### config.mk
export PLATFORM = sky130hd
export DESIGN_NAME = store_unit_ctrl_flat
export DESIGN_NICKNAME = d
export VERILOG_FILES = /design/src/rtl/store_unit_ctrl_if.sv /design/src/rtl/store_unit_ctrl.sv /design/src/flat_wrapper.sv
export SDC_FILE = /design/constraint.sdc
export NUM_CORES = 1
export LEC_CHECK = 0
export CORE_MARGIN = 4
export CORE_UTILIZATION = 38
export DETAILED_ROUTE_END_ITERATION = 10
export PLACE_DENSITY_LB_ADDON = 0.3
export SLEW_MARGIN = 20
export SYNTH_ARGS = -nofsm -noshare
export SYNTH_HDL_FRONTEND = slang
export SYNTH_SLANG_ARGS = --single-unit
export TNS_END_PERCENT = 30
### constraint.sdc
create_clock -name clk -period 2.3 [get_ports clk]
set_input_delay 0.23 -clock clk [delete_from_list [all_inputs] [get_ports clk]]
set_output_delay 0.23 -clock clk [all_outputs]
set_load 0.01 [all_outputs]
### src/rtl/store_unit_ctrl_if.sv
// Store unit types and bus interface.
//   store_unit_ctrl_pkg : store_kind_t, the decoded store kind from execute.
//   store_unit_ctrl_if  : execute-side request channel, data-memory write
//                         channel and completion/status signals.
//                         slave  = store unit view, master = requester/memory view.
package store_unit_ctrl_pkg;
  typedef enum logic [1:0] {
    sk_sb      = 2'd0,
    sk_sh      = 2'd1,
    sk_sw      = 2'd2,
    sk_invalid = 2'd3
  } store_kind_t;
endpackage

interface store_unit_ctrl_if;
  import store_unit_ctrl_pkg::*;

  logic        start_valid;
  logic        start_ready;
  store_kind_t kind;
  logic [31:0] addr;
  logic [31:0] wdata;
  logic        mem_req;
  logic [31:0] mem_addr;
  logic [31:0] mem_wdata;
  logic [3:0]  mem_be;
  logic        mem_ack;
  logic        done;
  logic        err;
  logic [1:0]  err_cause;

  modport slave (
    input  start_valid, kind, addr, wdata, mem_ack,
    output start_ready, mem_req, mem_addr, mem_wdata, mem_be, done, err, err_cause
  );

  modport master (
    output start_valid, kind, addr, wdata, mem_ack,
    input  start_ready, mem_req, mem_addr, mem_wdata, mem_be, done, err, err_cause
  );
endinterface

### src/rtl/store_unit_ctrl.sv
// Store unit controller: accepts one SB/SH/SW store at a time, checks
// legality, positions data/byte enables on the word lanes and issues a single
// data-memory write, then pulses done (with err/err_cause on a rejected store).
// Ports:
//   clk, rst : clock, asynchronous active-high reset
//   bus      : store_unit_ctrl_if.slave (request, memory write, status)
// Optional feature: define STORE_TIMEOUT_EN to abort a write with cause 11
// after TIMEOUT_CYCLES cycles in REQ without mem_ack.
module store_unit_ctrl
  import store_unit_ctrl_pkg::*;
#(
  parameter int unsigned TIMEOUT_CYCLES = 16
) (
  input logic         clk,
  input logic         rst,
  store_unit_ctrl_if.slave bus
);

  localparam int unsigned CNT_W = $clog2(TIMEOUT_CYCLES + 1);

  localparam logic [1:0] CAUSE_NONE     = 2'b00;
  localparam logic [1:0] CAUSE_MISALIGN = 2'b01;
  localparam logic [1:0] CAUSE_ILLEGAL  = 2'b10;
  localparam logic [1:0] CAUSE_TIMEOUT  = 2'b11;

  // A zero limit would abort every write before it could be acknowledged.
  if (TIMEOUT_CYCLES == 0) begin : g_bad_timeout
    $error("TIMEOUT_CYCLES must be at least 1");
  end

  typedef enum logic [1:0] {IDLE, REQ, RESP, ERR} state_t;

  state_t      state_q, state_d;
  logic        start_ready_q, start_ready_d;
  logic        mem_req_q, mem_req_d;
  logic [31:0] mem_addr_q, mem_addr_d;
  logic [31:0] mem_wdata_q, mem_wdata_d;
  logic [3:0]  mem_be_q, mem_be_d;
  logic        done_q, done_d;
  logic        err_q, err_d;
  logic [1:0]  err_cause_q, err_cause_d;

  logic [3:0]  lane_be;
  logic [31:0] lane_data;
  logic [1:0]  chk_cause;

`ifdef STORE_TIMEOUT_EN
  logic [CNT_W-1:0] cnt_q, cnt_d;
`endif

  // Lane placement and legality of the incoming request; invalid kind wins.
  always_comb begin
    lane_be   = 4'b0000;
    lane_data = 32'h0;
    chk_cause = CAUSE_NONE;
    case (bus.kind)
      sk_sb: begin
        lane_be   = 4'b0001 << bus.addr[1:0];
        lane_data = {4{bus.wdata[7:0]}};
      end
      sk_sh: begin
        lane_be   = 4'b0011 << {bus.addr[1], 1'b0};
        lane_data = {2{bus.wdata[15:0]}};
        if (bus.addr[0]) chk_cause = CAUSE_MISALIGN;
      end
      sk_sw: begin
        lane_be   = 4'b1111;
        lane_data = bus.wdata;
        if (bus.addr[1:0] != 2'b00) chk_cause = CAUSE_MISALIGN;
      end
      default: chk_cause = CAUSE_ILLEGAL;
    endcase
  end

  // Next state and next registered outputs.
  always_comb begin
    state_d     = state_q;
    mem_req_d   = 1'b0;
    mem_addr_d  = mem_addr_q;
    mem_wdata_d = mem_wdata_q;
    mem_be_d    = 4'b0000;
    done_d      = 1'b0;
    err_d       = 1'b0;
    err_cause_d = CAUSE_NONE;
`ifdef STORE_TIMEOUT_EN
    cnt_d       = cnt_q;
`endif
    case (state_q)
      IDLE: begin
        if (bus.start_valid) begin
          if (chk_cause == CAUSE_NONE) begin
            state_d     = REQ;
            mem_req_d   = 1'b1;
            mem_addr_d  = {bus.addr[31:2], 2'b00};
            mem_wdata_d = lane_data;
            mem_be_d    = lane_be;
`ifdef STORE_TIMEOUT_EN
            cnt_d       = '0;
`endif
          end else begin
            state_d     = ERR;
            done_d      = 1'b1;
            err_d       = 1'b1;
            err_cause_d = chk_cause;
          end
        end
      end
      REQ: begin
        mem_req_d = 1'b1;
        mem_be_d  = mem_be_q;
        if (bus.mem_ack) begin
          state_d   = RESP;
          mem_req_d = 1'b0;
          mem_be_d  = 4'b0000;
          done_d    = 1'b1;
`ifdef STORE_TIMEOUT_EN
        end else if (cnt_q == CNT_W'(TIMEOUT_CYCLES - 1)) begin
          state_d     = ERR;
          mem_req_d   = 1'b0;
          mem_be_d    = 4'b0000;
          done_d      = 1'b1;
          err_d       = 1'b1;
          err_cause_d = CAUSE_TIMEOUT;
        end else begin
          cnt_d = cnt_q + CNT_W'(1);
`endif
        end
      end
      default: state_d = IDLE;
    endcase
    start_ready_d = (state_d == IDLE);
  end

  always_ff @(posedge clk or posedge rst) begin
    if (rst) begin
      state_q       <= IDLE;
      start_ready_q <= 1'b1;
      mem_req_q     <= 1'b0;
      mem_addr_q    <= 32'h0;
      mem_wdata_q   <= 32'h0;
      mem_be_q      <= 4'b0000;
      done_q        <= 1'b0;
      err_q         <= 1'b0;
      err_cause_q   <= CAUSE_NONE;
    end else begin
      state_q       <= state_d;
      start_ready_q <= start_ready_d;
      mem_req_q     <= mem_req_d;
      mem_addr_q    <= mem_addr_d;
      mem_wdata_q   <= mem_wdata_d;
      mem_be_q      <= mem_be_d;
      done_q        <= done_d;
      err_q         <= err_d;
      err_cause_q   <= err_cause_d;
    end
  end

`ifdef STORE_TIMEOUT_EN
  always_ff @(posedge clk or posedge rst) begin
    if (rst) cnt_q <= '0;
    else     cnt_q <= cnt_d;
  end
`endif

  assign bus.start_ready = start_ready_q;
  assign bus.mem_req     = mem_req_q;
  assign bus.mem_addr    = mem_addr_q;
  assign bus.mem_wdata   = mem_wdata_q;
  assign bus.mem_be      = mem_be_q;
  assign bus.done        = done_q;
  assign bus.err         = err_q;
  assign bus.err_cause   = err_cause_q;

endmodule
### src/flat_wrapper.sv
// flat-port wrapper written by rule: the top's interface ports become plain ports
module store_unit_ctrl_flat import store_unit_ctrl_pkg::*;
#(
  parameter int unsigned TIMEOUT_CYCLES = 16
)
  (clk, rst, bus_start_valid, bus_kind, bus_addr, bus_wdata, bus_mem_ack, bus_start_ready, bus_mem_req, bus_mem_addr, bus_mem_wdata, bus_mem_be, bus_done, bus_err, bus_err_cause);
  store_unit_ctrl_if bus_i ();
  input logic clk;
  input logic rst;
  input wire logic [$bits(bus_i.start_valid)-1:0] bus_start_valid;
  input wire logic [$bits(bus_i.kind)-1:0] bus_kind;
  input wire logic [$bits(bus_i.addr)-1:0] bus_addr;
  input wire logic [$bits(bus_i.wdata)-1:0] bus_wdata;
  input wire logic [$bits(bus_i.mem_ack)-1:0] bus_mem_ack;
  output wire logic [$bits(bus_i.start_ready)-1:0] bus_start_ready;
  output wire logic [$bits(bus_i.mem_req)-1:0] bus_mem_req;
  output wire logic [$bits(bus_i.mem_addr)-1:0] bus_mem_addr;
  output wire logic [$bits(bus_i.mem_wdata)-1:0] bus_mem_wdata;
  output wire logic [$bits(bus_i.mem_be)-1:0] bus_mem_be;
  output wire logic [$bits(bus_i.done)-1:0] bus_done;
  output wire logic [$bits(bus_i.err)-1:0] bus_err;
  output wire logic [$bits(bus_i.err_cause)-1:0] bus_err_cause;
  assign bus_i.start_valid = bus_start_valid;
  assign bus_i.kind = bus_kind;
  assign bus_i.addr = bus_addr;
  assign bus_i.wdata = bus_wdata;
  assign bus_i.mem_ack = bus_mem_ack;
  assign bus_start_ready = bus_i.start_ready;
  assign bus_mem_req = bus_i.mem_req;
  assign bus_mem_addr = bus_i.mem_addr;
  assign bus_mem_wdata = bus_i.mem_wdata;
  assign bus_mem_be = bus_i.mem_be;
  assign bus_done = bus_i.done;
  assign bus_err = bus_i.err;
  assign bus_err_cause = bus_i.err_cause;
  store_unit_ctrl #(.TIMEOUT_CYCLES(TIMEOUT_CYCLES)) u_core (.clk(clk), .rst(rst), .bus(bus_i));
endmodule
==> metrics, run 1 <==
outcome=completed; cell-internal power=about 4.3 mW; number of enable flip-flop cells after synthesis=0; Max VDD drop=0.0005019 V; Setup Viol. Count Final=0; setup bufs post-CTS=0; DR vias/cell=between 4 and 5; Tcrit/Tclk final=roughly three quarters; CTS tree=done; LEAKAGE=between 2 and 2.5 nW; asr flop ratio synth=100.0%; initial antenna violation count=0; remaining antenna violation count=0; actual slew at the worst max-slew pin=between 0.5 and 0.6 ns; Setup crit start kind=primary input; reg2reg setup slack=approximately 0.77 ns; sequential cell area fraction in the yosys report=54.29%; drt initial violations=59; Post-CTS Hold Buffers=0; Slew headroom=a little over three fifths; Fmax=between 500 and 600 MHz; Area Growth Syn to Fin=50.84%; Final Slew Violations=0; placed insts=473; Max FO, Critical Path=32; TritonCTS Sinks=74; number of diodes=0; gr usage total=16.20%; final setup TNS=0 ns; die width=~100 microns; clk_lat worst skew=0.35 ns; IO Pins=144; total power draw=about 6.1 mW; clock power share=between 10% and 20%; final WL=8426 microns; cell count after synthesis=232; largest net degree at the start of global routing=33; top cells by count, synth=dfrtp_1, mux2_4, mux2i_1, o2bb2ai_1, inv_1; Num CTS Buffers=9; switching share of power=28.95%; Rows=34; CP endpoint kind=flip-flop; flops & latches, synth=74; fin util=59.04%; root buf cell=clkbuf_8; post-route design area=between 5000 and 6000 sq um; port buffer count=141; M1 GR Usage=21.74%; placed inst area=between 4000 and 5000 sq um; unrepaired setup endpoints after global routing=false; MaxCap Viol Count=0; chip height=102.8 microns; synth unique cells=32; crit path time final=about 1.7 ns; Layout Skew=between 0.006 and 0.007 ns; layout cells sized above 1=between 20 and 25%; Comb pwr share=45.9%; met3 usage=~5%; H-Tree Depth=3; core area=roughly 8700 sq um; cts repair resizes=0; Synth top area share=between 50% and 60%; YS warnings=0; RD Place Congestion=between 0.7 and 0.8; # fillers=between 700 and 800; largest area contributor in the netlist=dfrtp_1; Syn Std Cell Area=roughly 3400 sq um; Reg2Reg Depth=4; most common cell in the netlist=dfrtp_1; worst reg2reg path endpoint=u_core.bus.mem_wdata[25]$_DFFE_PP0P_; Seq pwr share=between 30 and 40%; PD cells=between 1000 and 1500 nW/um^2; routed len/inst=17.23 microns; die area=10560 sq um; Final #Nets=~450; worst path required time=about 2.5 ns; HPWL Detailed=~6300 microns; final worst slack=approximately 0.60 ns; Crit path arrival time=1.93 ns; DP Worst Slack=approximately 0.25 ns; top cells by area, synth=dfrtp_1, mux2_4, mux2i_1, o2bb2ai_1, buf_6; final cell count without fillers=489; Mean Syn Cell Area=around 15 sq um; drt drc=0; Starting Density=39.14%; worst r2r src=u_core.state_q[1]$_DFF_PP0_; GR Layer Usage met2=about a quarter; first-pass GRT wire length=between 10000 and 15000 microns; GRT Max-Usage Layer=met2; Min-Delay Path Class=in2async; clock buffer depth=2; vias in the first global route=2519; Setup Crit Path Kind=in2reg; Min Hold Slack=between 0.2 and 0.25 ns; drt pass-1 iters=4; via count=approximately 2400; Worst-path clk slew=0.08 ns; Final Hold Vio Count=0; Switching Power=about 1.8 mW; total congestion overflow=0; dominant synthesized flop cell=dfrtp_1
[logic make-up after synthesis]
| logic type | share of synthesized area [%] |
|---|---|
| multiplexers | 28.41 |
| buffers and inverters | 4.875 |
| AND/OR/NAND/NOR | 3.043 |
| other | 0.1099 |
| AO/OA/AOI/OAI | 9.017 |
| XOR/XNOR | 0.2566 |
| flip-flops | 54.29 |
[flip-flops by register name, summed over array words and instances (netlist names)]
name,flops
u_core.state_q,2
u_core.bus.start_ready,1
u_core.bus.err_cause,2
u_core.bus.err,1
u_core.bus.mem_be,4
u_core.bus.mem_req,1
u_core.bus.mem_wdata,32
u_core.bus.done,1
u_core.bus.mem_addr,30
[per-layer routing]
layer  vias up  share of wire (%)
met5         -                  0
met4         0                2.0
li1       1113                  -
met1      1181                 44
met3        15                8.5
met2       100                 45
[area by class of cell]
| class | count | area, sq um | share of cell area (%) |
|---|---|---|---|
| Sequential cell | 74 | 1853 | 35.99 |
| Timing Repair Buffer | 150 | 1516 | 29.45 |
| Tap cell | 108 | 135.1 | 2.625 |
| Clock inverter | 4 | 50.05 | 0.9721 |
| Inverter | 10 | 38.79 | 0.7533 |
| Multi-Input combinational cell | 131 | 1400 | 27.19 |
| Clock buffer | 12 | 155.1 | 3.013 |
[power groups by stage]
stage / logic, mW / clock network, mW / registers (mW)
floorplan: 1.07 / 0 / 2.52
global route: 2.98 / 1.14 / 2.35
global placement: 2.79 / 0 / 2.27
detailed placement: 2.84 / 0 / 2.28
finish: 2.80 / 1.03 / 2.27
CTS: 2.85 / 1.06 / 2.27
[how the worst max path moves through the flow]
stage	startpoint	to
finish	bus_addr[0]	u_core.bus.mem_wdata[26]$_DFFE_PP0P_
global route	bus_addr[0]	u_core.bus.mem_wdata[26]$_DFFE_PP0P_
CTS	bus_addr[0]	u_core.bus.mem_wdata[26]$_DFFE_PP0P_
detailed placement	bus_addr[0]	u_core.bus.mem_wdata[26]$_DFFE_PP0P_
global placement	bus_addr[0]	u_core.bus.mem_wdata[26]$_DFFE_PP0P_
floorplan	rst	u_core.bus.done$_DFF_PP0_
[worst max-delay path, stage by stage]
cell and delay [ns]:
clkdlybuf4s50_1 0.63, a21oi_1 0.19, o21ai_4 0.22, buf_12 0.28, mux2_2 0.36
[placed cells by master, fill, tap and decap left out, drive strengths merged]
master / n
dfstp: 1
xor2: 1
nor3b: 2
o2bb2ai: 16
inv: 9
mux2: 54
clkbuf: 12
o31ai: 2
clkinvlp: 2
clkdlybuf4s50: 141
a32oi: 1
a22oi: 8
or2: 1
nor3: 2
or3: 1
mux2i: 17
a21oi: 5
nand2: 5
nor2: 2
nor2b: 1
o21ai: 6
buf: 9
nand3: 1
o21bai: 1
conb: 2
dfrtp: 73
nand2b: 2
clkinv: 2
bufinv: 1
a32o: 1
Note: power is estimated with default switching activity, not from simulation.
==> inputs of run 2 (changes only) <==
==> constraint.sdc (replaced) <==
create_clock -name clk -period 1.65 [get_ports clk]
set_input_delay 0.165 -clock clk [delete_from_list [all_inputs] [get_ports clk]]
set_output_delay 0.165 -clock clk [all_outputs]
set_load 0.01 [all_outputs]
==> metrics, run 2 (synthesis results as in run 1) <==
outcome=completed; H-Tree Depth=3 (unchanged); post-route design area=5264 sq um (+2.2%); first-pass GRT wire length=13320 microns (+2.3%); crit path time final=1.541 ns; Max FO, Critical Path=1 (-97%); switching share of power=29.50% (+0.55 points); via count=2451 (+1.7%); remaining antenna violation count=0 (unchanged); Starting Density=39.14% (unchanged); vias in the first global route=2624 (+4.2%); Layout Skew=0.007228 ns (+0.001111 ns); Tcrit/Tclk final=between 90% and 100%; Num CTS Buffers=9 (unchanged); clock power share=17.0% (about the same); routed len/inst=17.35 microns (+0.69%); MaxCap Viol Count=0 (unchanged); initial antenna violation count=0 (unchanged); commonest non-fill, non-tap cell in the layout=clkdlybuf4s50_1; Crit path max-delay family=flip-flops; die area=10560 sq um (unchanged); gr usage total=16.42% (+0.21 points); LEAKAGE=2.436 nW (+2.6%); core area=8721 sq um (unchanged); Final #Nets=457 (+2.5%); drt drc=0 (unchanged); Min-Delay Path Class=in2async; fin util=60.36% (+1.3 points); most frequent cells in the layout=clkdlybuf4s50_1, dfrtp_1, mux2_4; final WL=8675 microns (+3.0%); cts repair resizes=0 (unchanged); setup bufs post-CTS=0 (unchanged); CP endpoint kind=primary output; Switching Power=2.536 mW (+44%); Seq pwr share=36.7% (-0.5 points); final cell count without fillers=500 (+2.2%); chip height=102.8 microns (unchanged); drt initial violations=48 (-19%); IO Pins=144 (unchanged); unrepaired setup endpoints after global routing=false; Setup Crit Path Kind=reg2out; largest net degree at the start of global routing=39 (+18%); number of diodes=0 (unchanged); Max VDD drop=0.0007481 V (+49%); cell-internal power=6.060 mW (+40%); max reg flops=32 (unchanged); Rows=34 (unchanged); placed insts=484 (+2.3%); Final Slew Violations=0 (unchanged); drt pass-1 iters=4 (unchanged); Comb pwr share=46.3% (+0.4 points); PD cells=1633 nW/um^2 (+38%); Final Hold Vio Count=0 (unchanged); Buf/Inv on CP=1 (-1); cell count along the critical path=1 (-4); clk_lat worst skew=0.34 ns (about the same); Post-CTS Hold Buffers=0 (unchanged); Fmax=between 600 and 700 MHz; # fillers=705 (+0.28%); HPWL Detailed=6581 microns (+4.7%); DP Worst Slack=-0.1603 ns (-0.4125 ns); Crit path arrival time=1.38 ns (-0.55 ns); TritonCTS Sinks=74 (unchanged); die width=102.8 microns (unchanged); Reg2Reg Depth=4 (unchanged); Setup Viol. Count Final=0 (unchanged); layout cells sized above 1=24.74% (+2.4 points); CTS tree=done; final setup TNS=0 ns (unchanged); Area Growth Syn to Fin=54.22%; root buf cell=clkbuf_8; worst path required time=1.48 ns (-1.05 ns); worst stage delay on the critical path=0.52 ns (-0.11 ns); placed inst area=5054 sq um (+2.2%); clock buffer depth=2 (unchanged); DR vias/cell=4.902 (-0.49%); Worst-path clk slew=0.08 ns (about the same); critical-path cell list=clkdlybuf4s50_1; final worst slack=0.1086 ns (-0.4889 ns); RD Place Congestion=0.9114 (+14%); total congestion overflow=0 (unchanged); port buffer count=141 (unchanged); slowest stage cell, crit path=dfstp_2; Setup crit start kind=flip-flop
run 2: changes by cell type in the layout (fill, tap and decap cells not counted), sizes merged:
cell,change
inv,+3
clkinv,-1
clkbuf,-2
buf,+11
run 2: path summary, 6_finish.rpt:
check / from / end / slack, ns
setup / recovery: u_core.bus.start_ready$_DFF_PP1_ / bus_start_ready / 0.11
hold / removal: rst / u_core.bus.mem_addr[7]$_DFFE_PP0P_ / 0.14
setup reg to reg: u_core.state_q[0]$_DFF_PP0_ / u_core.bus.mem_addr[22]$_DFFE_PP0P_ / 0.11
hold reg to reg: u_core.bus.mem_be[2]$_DFFE_PP0P_ / u_core.bus.mem_be[2]$_DFFE_PP0P_ / 0.49
max in group asynchronous: rst / u_core.bus.start_ready$_DFF_PP1_ / 0.96
min in group clk: bus_start_valid / u_core.bus.start_ready$_DFF_PP1_ / 0.42
run 2: final cells by class:
cell class	count	area, sq um	area share, %
clock buffers	10	137.6	2.615
clock inverters	6	72.57	1.379
inverters	10	41.29	0.7844
multi-input cells	131	1400	26.60
flip-flops and latches	74	1853	35.20
well taps	108	135.1	2.567
repair buffers	161	1624	30.85
run 2: through the flow:
stage | hold slack (ns) | total power, mW
4_1_cts | 0.1351 | 8.720
3_5_place_dp | 0.4742 | 7.191
3_3_place_gp | 0.4695 | 7.122
2_1_floorplan | 0.2166 | 5.002
5_1_grt | 0.1402 | 9.089
6_report | 0.1406 | 8.596
run 2: power by group through the flow:
stage          Clock [mW]  Combinational (mW)  Sequential, mW
3_3_place_gp            0                3.95            3.17
2_1_floorplan           0                1.49            3.52
3_5_place_dp            0                4.03            3.17
5_1_grt              1.60                4.23            3.26
4_1_cts              1.52                4.04            3.16
6_report             1.47                3.98            3.15
run 2: metal layers:
metal / GRT usage [%] / share of wire (%) / up-vias
li1: - / - / 1141
met4: 5.080 / 1.6 / 0
met1: 20.54 / 42 / 1168
met2: 26.07 / 46 / 130
met5: 0 / 0 / -
met3: 6.766 / 10 / 12
==> inputs of run 3 (changes only) <==
--- a/config.mk
+++ b/config.mk
@@ -8,6 +8,7 @@
 export CORE_MARGIN = 4
 export CORE_UTILIZATION = 38
 export DETAILED_ROUTE_END_ITERATION = 10
+export MAX_ROUTING_LAYER = met4
 export PLACE_DENSITY_LB_ADDON = 0.3
 export SLEW_MARGIN = 20
 export SYNTH_ARGS = -nofsm -noshare
==> metrics, run 3 (synthesis results as in run 1) <==
Num CTS Buffers=9 (unchanged); Max FO, Critical Path=11 (+10); H-Tree Depth=3 (unchanged); clock buffer depth=2 (unchanged); max reg flops=32 (unchanged); Crit path arrival time=1.77 ns (+0.39 ns); routed len/inst=17.36 microns (about the same); Layout Skew=0.007151 ns (-0.00007658 ns); MaxCap Viol Count=0 (unchanged); IO Pins=144 (unchanged); RD Place Congestion=0.9272 (+1.7%); die width=102.8 microns (unchanged); LEAKAGE=2.436 nW (unchanged); TritonCTS Sinks=74 (unchanged); clk_lat worst skew=0.34 ns (about the same); commonest non-fill, non-tap cell in the layout=clkdlybuf4s50_1; PD cells=1633 nW/um^2 (about the same); total congestion overflow=0 (unchanged); register area=1853 sq um (unchanged); worst path required time=1.88 ns (+0.40 ns); Rows=34 (unchanged); final WL=8680 microns (about the same); Buf/Inv on CP=1 (unchanged); crit path time final=1.544 ns (+0.002342 ns); number of diodes=0 (unchanged); fin util=60.36% (unchanged); placed inst area=5054 sq um (unchanged); CP endpoint kind=flip-flop; DR vias/cell=4.918 (+0.33%); Setup Viol. Count Final=0 (unchanged); setup bufs post-CTS=0 (unchanged); critical-path cell list=nor3b_4, o21ai_4, buf_4, mux2_4; reg2reg setup slack=0.11 ns (about the same); core area=8721 sq um (unchanged); Area Growth Syn to Fin=54.22% (unchanged); chip height=102.8 microns (unchanged); HPWL Detailed=6581 microns (unchanged); CTS tree=done; via count=2459 (+0.33%); Crit path max-delay family=flip-flops; Final Hold Vio Count=0 (unchanged); remaining antenna violation count=0 (unchanged); drt pass-1 iters=4 (unchanged); Tcrit/Tclk final=93.56% (+0.14 points); Post-CTS Hold Buffers=0 (unchanged); worst stage delay on the critical path=0.45 ns (-0.07 ns); unrepaired setup endpoints after global routing=false; initial antenna violation count=0 (unchanged); Final #Nets=457 (unchanged); outcome=completed; first-pass GRT wire length=13300 microns (-0.15%); Fmax=647.8 MHz (-0.15%); Setup crit start kind=flip-flop; Min-Delay Path Class=in2async; total power draw=8.598 mW (about the same); post-route design area=5264 sq um (unchanged); layout cells sized above 1=24.74% (unchanged); port buffer count=141 (unchanged); Starting Density=39.14% (unchanged); Max VDD drop=0.0007485 V (about the same); Worst-path clk slew=0.08 ns (about the same); cts repair resizes=0 (unchanged); # fillers=705 (unchanged); Final Slew Violations=0 (unchanged); slowest stage cell, crit path=dfrtp_1; Setup Crit Path Kind=reg2reg; most frequent cells in the layout=clkdlybuf4s50_1, dfrtp_1, mux2_4; drt drc=0 (unchanged); gr usage total=16.92% (+0.50 points); footprint of the multi-input gates=1400 sq um (unchanged); drt initial violations=49 (+2.1%); Min Hold Slack=0.1405 ns (-0.0001780 ns); die area=10560 sq um (unchanged); root buf cell=clkbuf_8; vias in the first global route=2631 (+0.27%); largest net degree at the start of global routing=39 (unchanged)
run 3: cell counts in the layout (fill, tap and decap cells not counted):
No cell type changed its count.
run 3: metal layers:
metal | vias to the layer above | GRT usage [%] | part of all wire [%]
li1 | 1144 | - | -
met4 | 0 | 5.080 | 1.4
met3 | 11 | 5.954 | 9.4
met2 | 132 | 26.12 | 46
met5 | - | - | 0
met1 | 1172 | 21.01 | 43
run 3: worst paths after layout:
kind / end / cells past startpoint / start
worst max-delay path: u_core.bus.mem_addr[22]$_DFFE_PP0P_ / 4 / u_core.state_q[0]$_DFF_PP0_
worst min-delay path: u_core.bus.mem_addr[7]$_DFFE_PP0P_ / 2 / rst
worst max register to register: u_core.bus.mem_addr[22]$_DFFE_PP0P_ / 4 / u_core.state_q[0]$_DFF_PP0_
worst min register to register: u_core.bus.mem_be[2]$_DFFE_PP0P_ / 2 / u_core.bus.mem_be[2]$_DFFE_PP0P_
max in group asynchronous: u_core.bus.start_ready$_DFF_PP1_ / 3 / rst
min in group clk: u_core.bus.start_ready$_DFF_PP1_ / 2 / bus_start_valid
run 3: cell type report:
| class | count | area share, % |
|---|---|---|
| well taps | 108 | 2.567 |
| inverters | 10 | 0.7844 |
| clock inverters | 6 | 1.379 |
| flip-flops and latches | 74 | 35.20 |
| clock buffers | 10 | 2.615 |
| multi-input cells | 131 | 26.60 |
| repair buffers | 161 | 30.85 |
run 3: worst reg2reg max path, delay by kind of cell, from the launching register on:
| kind | cells | cell delay [ns] |
|---|---|---|
| and+or+nand+nor | 1 | 0.31 |
| muxes | 1 | 0.32 |
| AOI/OAI and AO/OA | 1 | 0.13 |
| buffers and inverters | 1 | 0.23 |
| DFF | 1 | 0.45 |
run 3: report_power, final:
part	leakage, nW	switching [mW]	total (mW)	internal (mW)
clock	0.104	0.707	1.47	0.758
sequential	0.907	0.497	3.15	2.65
combinational	1.42	1.33	3.98	2.65
run 3: stage by stage:
step	setup TNS (ns)	instances	setup slack [ns]
after detailed placement	-7.440	484	-0.1603
after global routing	0	500	0.05125
after global placement	-5.429	484	-0.1245
after floorplan	0	233	0.2517
final	0	500	0.1062
after CTS	0	500	0.08616
